### src/rtl/regfile_wr_arbiter.sv
// Round-robin arbiter sharing the register-file write port among NREQ writers; counts committed writes.
// Latency: Gnt is combinational in cycle N; WEn/WAddr/WData are registered and valid in N+1.
// Backpressure: one grant per cycle. Hold or Rst suppresses all grants; losers keep Req high and retry.
module regfile_wr_arbiter #(
  parameter int NREQ         = 4,
  parameter int DW           = 32,
  parameter int ZERO_DISCARD = 1
) (
  input  logic              Clk,
  input  logic              Rst,
  input  logic [NREQ-1:0]   Req,
  input  logic [NREQ*5-1:0] Addr,
  input  logic [NREQ*DW-1:0] Data,
  input  logic              Hold,
  output logic [NREQ-1:0]   Gnt,
  output logic [31:0]       WEn,
  output logic [4:0]        WAddr,
  output logic [DW-1:0]     WData,
  output logic [15:0]       WCnt
);

  localparam int PW = (NREQ > 1) ? $clog2(NREQ) : 1;

  logic [PW-1:0]   ptr;
  logic [PW-1:0]   gnt_idx;
  logic [PW-1:0]   cand;
  logic [PW:0]     sum;
  logic            gnt_vld;
  logic [NREQ-1:0] gnt;
  logic [4:0]      sel_addr;
  logic [DW-1:0]   sel_data;
  logic [31:0]     wen_nxt;

  // Search ascends from ptr with wrap; only Req, Hold, Rst and ptr feed the grant.
  always_comb begin
    gnt     = '0;
    gnt_vld = 1'b0;
    gnt_idx = '0;
    cand    = '0;
    sum     = '0;
    if (!Rst && !Hold) begin
      for (int k = 0; k < NREQ; k++) begin
        sum = {1'b0, ptr} + (PW+1)'(k);
        if (sum >= (PW+1)'(NREQ)) sum = sum - (PW+1)'(NREQ);
        cand = sum[PW-1:0];
        if (!gnt_vld && Req[cand]) begin
          gnt_vld = 1'b1;
          gnt_idx = cand;
        end
      end
    end
    if (gnt_vld) gnt[gnt_idx] = 1'b1;
  end

  assign Gnt = gnt;

  always_comb begin
    sel_addr = '0;
    sel_data = '0;
    for (int k = 0; k < NREQ; k++) begin
      if (gnt[k]) begin
        sel_addr = Addr[5*k +: 5];
        sel_data = Data[DW*k +: DW];
      end
    end
  end

  // Address 0 is hard-wired on the register file, so its write is accepted but dropped here.
  always_comb begin
    wen_nxt = '0;
    if (gnt_vld && !((ZERO_DISCARD != 0) && (sel_addr == 5'd0)))
      wen_nxt = 32'd1 << sel_addr;
  end

  always_ff @(posedge Clk) begin
    if (Rst) begin
      ptr   <= '0;
      WEn   <= '0;
      WAddr <= '0;
      WData <= '0;
      WCnt  <= '0;
    end else begin
      WEn <= wen_nxt;
      if (gnt_vld) begin
        WAddr <= sel_addr;
        WData <= sel_data;
        ptr   <= (gnt_idx == PW'(NREQ-1)) ? '0 : gnt_idx + PW'(1);
      end
      if (wen_nxt != '0) WCnt <= WCnt + 16'd1;
    end
  end

endmodule

### config.mk
export PLATFORM = sky130hd
export DESIGN_NAME = regfile_wr_arbiter
export DESIGN_NICKNAME = d
export VERILOG_FILES = /design/src/rtl/regfile_wr_arbiter.sv
export SDC_FILE = /design/constraint.sdc
export NUM_CORES = 1
export LEC_CHECK = 0
export ABC_AREA = 1
export BUFFER_PORTS_ARGS = -buffer_cell sky130_fd_sc_hd__buf_2
export CORE_MARGIN = 5
export CORE_UTILIZATION = 35
export DETAILED_ROUTE_END_ITERATION = 8
export PLACE_DENSITY = 0.67
export REMOVE_ABC_BUFFERS = 1
export SKIP_CTS_REPAIR_TIMING = 1
export SLEW_MARGIN = 20
export SYNTH_ARGS = -nofsm -noshare
export SYNTH_HDL_FRONTEND = slang
export SYNTH_SLANG_ARGS = --single-unit
### constraint.sdc
create_clock -name Clk -period 3.1 [get_ports Clk]
set_input_delay 0.465 -clock Clk [delete_from_list [all_inputs] [get_ports Clk]]
set_output_delay 0.465 -clock Clk [all_outputs]
set_load 0.1 [all_outputs]
After elaboration in Yosys (flattened, before gate mapping)
Cells that the tools add are included.
{"block": "word_totals", "ff_bits": 87, "input_bits": 155, "output_inout_bits": 89, "elab_cells": 82}
{"block": "classes", "add_sub_neg": 9, "order_cmp": 10, "eq_ne": 1, "n_shift": 1, "mux": 42, "reduce_logical": 14}
{"operator": "32-bit two-way mux", "n": 5}
{"operator": "32-bit nonzero test", "n": 1}
{"operator": "1-bit by 5-bit left shift with 32-bit output, first input constant", "n": 1}
{"operator": "2-bit two-way mux", "n": 14}
{"operator": "5-bit two-way mux", "n": 4}
{"operator": "16-bit by 1-bit adder with 16-bit output, second input constant", "n": 1}
{"operator": "2-bit by 3-bit less-than comparator with 1-bit output, second input constant", "n": 5}
{"operator": "1-bit two-way mux", "n": 13}
{"operator": "3-bit >= comparator, second input constant", "n": 3}
{"operator": "1-bit binary-select mux with 2-bit select", "n": 4}
{"operator": "2-bit by 1-bit subtractor with 2-bit output, second input constant", "n": 4}
{"operator": "2-bit by 2-bit adder with 3-bit output, second input constant", "n": 2}
{"operator": "1-bit logical AND", "n": 6}
{"operator": "1-bit logical NOT", "n": 6}
{"operator": "5-bit logical NOT", "n": 1}
{"operator": "4-bit two-way mux", "n": 1}
{"operator": "2-bit by 1-bit adder with 3-bit output, second input constant", "n": 1}
{"operator": "2-bit by 3-bit >= comparator with 1-bit output, second input constant", "n": 1}
{"operator": "2-bit by 1-bit adder with 2-bit output, second input constant", "n": 1}
{"operator": "1-bit demux with 2-bit select", "n": 1}
{"operator": "2-bit equality test, second input constant", "n": 1}
{"operator": "2-bit by 1-bit >= comparator with 1-bit output, second input constant", "n": 1}

Logic depth before layout (Yosys ltp)
{"block": "depth", "depth_word": 33, "depth_mapped": 26}

Worst setup path after synthesis
No wires, ideal clock.
{"block": "synth_path", "path_kind": "input to register", "start": "in Rst", "end": "reg WData[19]", "setup_time_ns": 0.075, "t_arrival_ns": 3.763, "slack_ns": -0.738, "stages": 16, "n_path_buf": 4, "cell_sequence": "clkbuf_1 -> nor2_2 -> nand2_4 -> clkbuf_1 -> inv_1 -> nand2_1 -> inv_1 -> ha_1 -> clkbuf_1 -> clkinv_1 -> nor2_4 -> buf_1 -> nand2_1 -> nand3_1 -> o211ai_1 -> a31oi_1"}
{"block": "synth_via", "elab_cells_between_ends": 14}
{"item": "start: declaration", "line": "10", "text": "input logic Rst,"}
{"item": "1-bit logical NOT *", "line": "41", "text": "if (!Rst && !Hold) begin"}
{"item": "1-bit logical AND *", "line": "41"}
{"item": "2-bit two-way mux", "line": "41"}
{"item": "2-bit by 3-bit less-than comparator with 1-bit output (not written as such) / 2-bit by 1-bit >= comparator with 1-bit output (equally long branches)", "line": "52", "text": "if (gnt_vld) gnt[gnt_idx] = 1'b1;"}
{"item": "1-bit logical AND (not written as such)", "line": "52"}
{"item": "1-bit two-way mux (not written as such)", "line": "52"}
{"item": "1-bit demux with 2-bit select", "line": "52"}
{"item": "4-bit two-way mux *", "line": "52"}
{"item": "named net Gnt[1]", "line": "15", "text": "output logic [NREQ-1:0] Gnt,"}
{"item": "32-bit two-way mux * (3 in a row)", "line": "61", "text": "if (gnt[k]) begin"}
{"item": "end signal: assignment", "line": "86", "text": "WData <= sel_data;"}
{"item": "end: declaration", "line": "18", "text": "output logic [DW-1:0] WData,"}
The timed path passes the listed nets; every way through them passes the cells marked *.
A chain may end at the register's enable or synchronous reset.

Final worst setup path
{"block": "layout_path", "start": "reg ptr[0]", "end": "out Gnt[3]"}
{"block": "layout_via", "elab_chain_len": 24, "elab_cells_between_ends": 52}
{"item": "start: declaration", "line": "24", "text": "logic [PW-1:0] ptr;"}
{"item": "start signal: assignment", "line": "87", "text": "ptr <= (gnt_idx == PW'(NREQ-1)) ? '0 : gnt_idx + PW'(1);"}
{"item": "2-bit by 3-bit >= comparator with 1-bit output / 2-bit by 1-bit subtractor with 2-bit output (equally long branches)", "line": "44", "text": "if (sum >= (PW+1)'(NREQ)) sum = sum - (PW+1)'(NREQ);"}
{"item": "2-bit two-way mux", "line": "44"}
{"item": "2-bit two-way mux", "line": "41"}
{"item": "1-bit binary-select mux with 2-bit select", "line": "46", "text": "if (!gnt_vld && Req[cand]) begin"}
{"item": "1-bit two-way mux (not written as such)", "line": "46"}
{"item": "1-bit two-way mux", "line": "46"}
{"item": "1-bit two-way mux", "line": "41"}
{"item": "1-bit logical NOT", "line": "46"}
{"item": "(+8 left out)"}
{"item": "1-bit logical AND", "line": "46"}
{"item": "2-bit two-way mux", "line": "46"}
{"item": "2-bit two-way mux", "line": "41"}
{"item": "2-bit by 3-bit less-than comparator with 1-bit output (not written as such) / 2-bit by 1-bit >= comparator with 1-bit output (equally long branches)", "line": "52"}
{"item": "1-bit logical AND (not written as such)", "line": "52"}
{"item": "1-bit two-way mux (not written as such)", "line": "52"}
{"item": "1-bit demux with 2-bit select", "line": "52"}
{"item": "4-bit two-way mux *", "line": "52"}
{"item": "end: declaration", "line": "15"}
Every way passes the cells marked *; elsewhere a longest branch is shown, timed or not. The select of a mux whose other input is x is not followed.

==> impl_metrics.toml <==
[timing]
fmax_mhz = 328
slew_headroom = 0.560
hold_violations = 0
rsz0062_at_grt = "true"
period_minus_slack_ps = 3050
setup_viol_count_final = 0
finalClockSkew_ps = 3.67
fin_crit_sh = 0.984
transition_time_at_the_pin_with_the_least_slew_margin_ps = 659
final-max-slew-violation-count = 0

[pwr]
power.density_cell_area_nw_per_um2 = 565
leakage_uw = 0.00342
peakVddDrop_mv = 0.243

[yosys]
netlist.top_cell.by_area = "sky130_fd_sc_hd__dfxtp_1"
yosys-mux-area-fraction = 0
synth_compound_gate_area_share = 0.130
synthesized_area_divided_by_synthesized_cell_count_um2 = 7.02
ys_seq_elements = 87
post_synth_main_area_contributors = "sky130_fd_sc_hd__dfxtp_1 (36%), sky130_fd_sc_hd__nand2_1 (12%), sky130_fd_sc_hd__nand3_1 (8.4%)"
synth_top_family_by_area = "simple AND/OR/NAND/NOR gates"
synthesis.yosys.warnings = 0
synthSimpleGateAreaFrac = 0.379
post_synth_xor_area_fraction = 0.0275
synth_fa_ha_area_frac = 0.0131
synth_instances = 682
post_synthesis_cell_area_um2 = 4790
synth_largest_type_area_fraction = 0.364
synth_seq_area_share = 0.364
ys_types = 39

[grt]
wire_length_of_the_first_global_routing_pass_um = 25800
antenna_found_initial = 2
gr-total-overflow = 0
grt_max_degree = 51
grt_util_all_layers = 0.201
first_global_vias = 5142

[critical_path]
r2r.worst_path.cells = 19
critical-path-slowest-cell = "sky130_fd_sc_hd__dfxtp_4"
setup.worst_path.start_class = "register"
critPathRequiredTime_ps = 2630
most_common_cell_on_crit_path = "sky130_fd_sc_hd__nand2_2"
worst_r2r_endpoint = "WEn[8]$_SDFF_PP0_"
critical_path.cell_chain = "buf_6 -> nand2_2 -> nand2_2 -> nand2_2 -> nand2_2 -> nor2_4 -> nand2_1 -> nor2_2 -> a221o_1 -> nand3_2 -> inv_2 -> ha_4 -> nand3_4 -> inv_8 -> buf_12 -> buf_12"
max_stage_delay_ps = 360
reg_to_reg_slack_setup_ps = 150
worst_setup_end_kind = "primary output"
regToRegStartpoint = "ptr[0]$_SDFFE_PP0P_"
critPathLaunch = "ptr[0]$_SDFFE_PP0P_"
critical_path_arrival_ps = 2590
critPathMaxFanout = 8
criticalPathCategory = "register to primary output"

[clocking]
clk-insertion-delay-late_ps = 340
cts.htree.levels = 3
clkSinkCount = 87
cts_max_path_buffers = 2
cts_tree = "done"
cts_root_buf = "sky130_fd_sc_hd__clkbuf_16"
numCtsBuffers = 9
clk_pin_slew_worst_paths_ps = 70

[worst_hold_path]
hold_depth = 3
timing.hold.worst.class = "input pin to register"
min_to = "WData[17]$_SDFFE_PP0P_"
hold_start = "Data[113]"

[floorplanning]
ioPinCount = 244
initial_core_util = 0.359
core-area_um2 = 13300
floorplan.die_area_um2 = 16100
num_rows = 42
chipHeight_um = 127
horizontal_die_dimension_um = 127

[place]
place.port_buffers = 243
post_dp_hpwl_um = 13100
gp_congestion = 0.902
numPlacedInstances = 1092

[detailed_routing]
route.detailed.wl_per_inst_um = 15.6
detail-route-antenna-nets = 0
drt-initial-drc-count = 297
drc = 0
detail_route.wirelength_um = 17600
route.vias.total = 5581
1st_pass_router_iterations = 5
via_density_per_instance = 4.95

[finish]
share_of_final_layout_standard_cells_stronger_than_drive_strength_1 = 0.411
syn2layout_area_growth_pct = 46.8
post-route-util = 0.526
filler_cell_count = 1370
n_antenna_cell = 0
layout.nets = 1107
final_cells = 1128

[job]
drv_cap = 0

[run_status]
run_status = "complete, no violations"
## cell usage in the layout (no fill, tap or decap), drive strengths merged, types with 5 or more instances in the layout
| cell type | n |
|---|---|
| o21ai | 23 |
| a31oi | 12 |
| nand4 | 32 |
| a21oi | 59 |
| nor3 | 5 |
| o211ai | 12 |
| nor2 | 72 |
| ha | 5 |
| xor2 | 11 |
| clkbuf | 14 |
| inv | 38 |
| nor4 | 5 |
| clkinv | 7 |
| nand3 | 85 |
| buf | 295 |
| nand2 | 178 |
| dfxtp | 87 |
## cell type report
type                       count  area [µm²]  area share
timing repair buffer         298        1820       0.258
clock buffer                  11         243      0.0346
multi-input combinational    509        2780       0.396
clock inverter                 5        41.3     0.00588
tap                          176         220      0.0313
inverter                      42         173      0.0246
sequential                    87        1750       0.249
## synth_stat cells
cell	count
sky130_fd_sc_hd__nand2_1	154
sky130_fd_sc_hd__dfxtp_1	87
sky130_fd_sc_hd__nand3_1	80
sky130_fd_sc_hd__nor2_1	67
sky130_fd_sc_hd__a21oi_1	49
sky130_fd_sc_hd__inv_1	32
sky130_fd_sc_hd__nand4_1	32
sky130_fd_sc_hd__o21ai_0	21
sky130_fd_sc_hd__nand2_2	19
sky130_fd_sc_hd__clkbuf_1	18
sky130_fd_sc_hd__a31oi_1	12
sky130_fd_sc_hd__o211ai_1	12
sky130_fd_sc_hd__buf_2	11
sky130_fd_sc_hd__xor2_1	11
sky130_fd_sc_hd__a21oi_2	10
sky130_fd_sc_hd__buf_1	7
sky130_fd_sc_hd__buf_6	6
sky130_fd_sc_hd__clkinv_1	6
sky130_fd_sc_hd__ha_1	5
sky130_fd_sc_hd__nand2_4	5
sky130_fd_sc_hd__nor4_1	5
sky130_fd_sc_hd__xnor2_1	4
sky130_fd_sc_hd__inv_2	3
sky130_fd_sc_hd__nor2_4	3
sky130_fd_sc_hd__nor3_1	3
sky130_fd_sc_hd__buf_4	2
sky130_fd_sc_hd__nand3_2	2
sky130_fd_sc_hd__nand3_4	2
sky130_fd_sc_hd__nor3_2	2
sky130_fd_sc_hd__o21ai_1	2
sky130_fd_sc_hd__or2_1	2
sky130_fd_sc_hd__a221o_1	1
sky130_fd_sc_hd__and2_4	1
sky130_fd_sc_hd__buf_8	1
sky130_fd_sc_hd__clkinv_4	1
sky130_fd_sc_hd__conb_1	1
sky130_fd_sc_hd__nor2_2	1
sky130_fd_sc_hd__nor2_8	1
sky130_fd_sc_hd__or2_2	1
## stage by stage
| step | hold slack [ps] | setup WS [ps] | cell area [µm²] | setup TNS, ps | power [µW] |
|---|---|---|---|---|---|
| global route | 384 | -96.4 | 7030 | -1580 | 4150 |
| detailed placement | 453 | -91.0 | 6370 | -1690 | 2860 |
| CTS | 369 | -288 | 6650 | -804 | 3890 |
| floorplan | 527 | -1530 | 4540 | -106140 | 2390 |
| finish | 388 | 48.4 | 7030 | 0 | 3970 |
| global placement | 453 | -1.45 | 6370 | -2.49 | 2840 |
## registers in the layout (all words and copies together) (netlist names)
name   cells
WEn       32
ptr        2
WCnt      16
WAddr      5
WData     32
## power by group
part | total, µW | internal (µW) | switching, µW
Sequential | 1260 | 1210 | 51.9
Combinational | 1670 | 451 | 1220
Clock | 1030 | 572 | 462
## critical path: cells and delay by family, from the launching register on
| family | cells | cell delay [ps] |
|---|---|---|
| fa+ha+maj | 1 | 150 |
| simple gates | 9 | 900 |
| compound gates | 1 | 140 |
| buf+inv | 5 | 680 |
| flops | 1 | 360 |
## routing by layer
layer,wire length (µm),vias to the layer above,GRT usage,share of wire
met5,27,-,0,0.0015
met4,420,4,0.0820,0.024
met2,8680,238,0.356,0.49
li1,-,2808,-,-
met3,1520,31,0.0551,0.086
met1,6940,2500,0.229,0.39
## cell families (layout without fill, tap and decap cells)
family          count (synthesis)  in the layout
compound gates                107            107
flops                          87             87
xor+xnor                       15             15
simple gates                  380            381
fa+ha+maj                       5              5
buf+inv                        87            356
other cells                     1              1
## worst max-delay path by stage
| stage | to | slack [ps] |
|---|---|---|
| finish | Gnt[3] | 50 |
| global route | Gnt[3] | -100 |
| CTS | Gnt[1] | -290 |
| detailed placement | WCnt[14]$_SDFFE_PP0P_ | -90 |
| global placement | WCnt[15]$_SDFFE_PP0P_ | -1 |
| floorplan | WCnt[4]$_SDFFE_PP0P_ | -1530 |
Power figures use the tool's default switching activity.
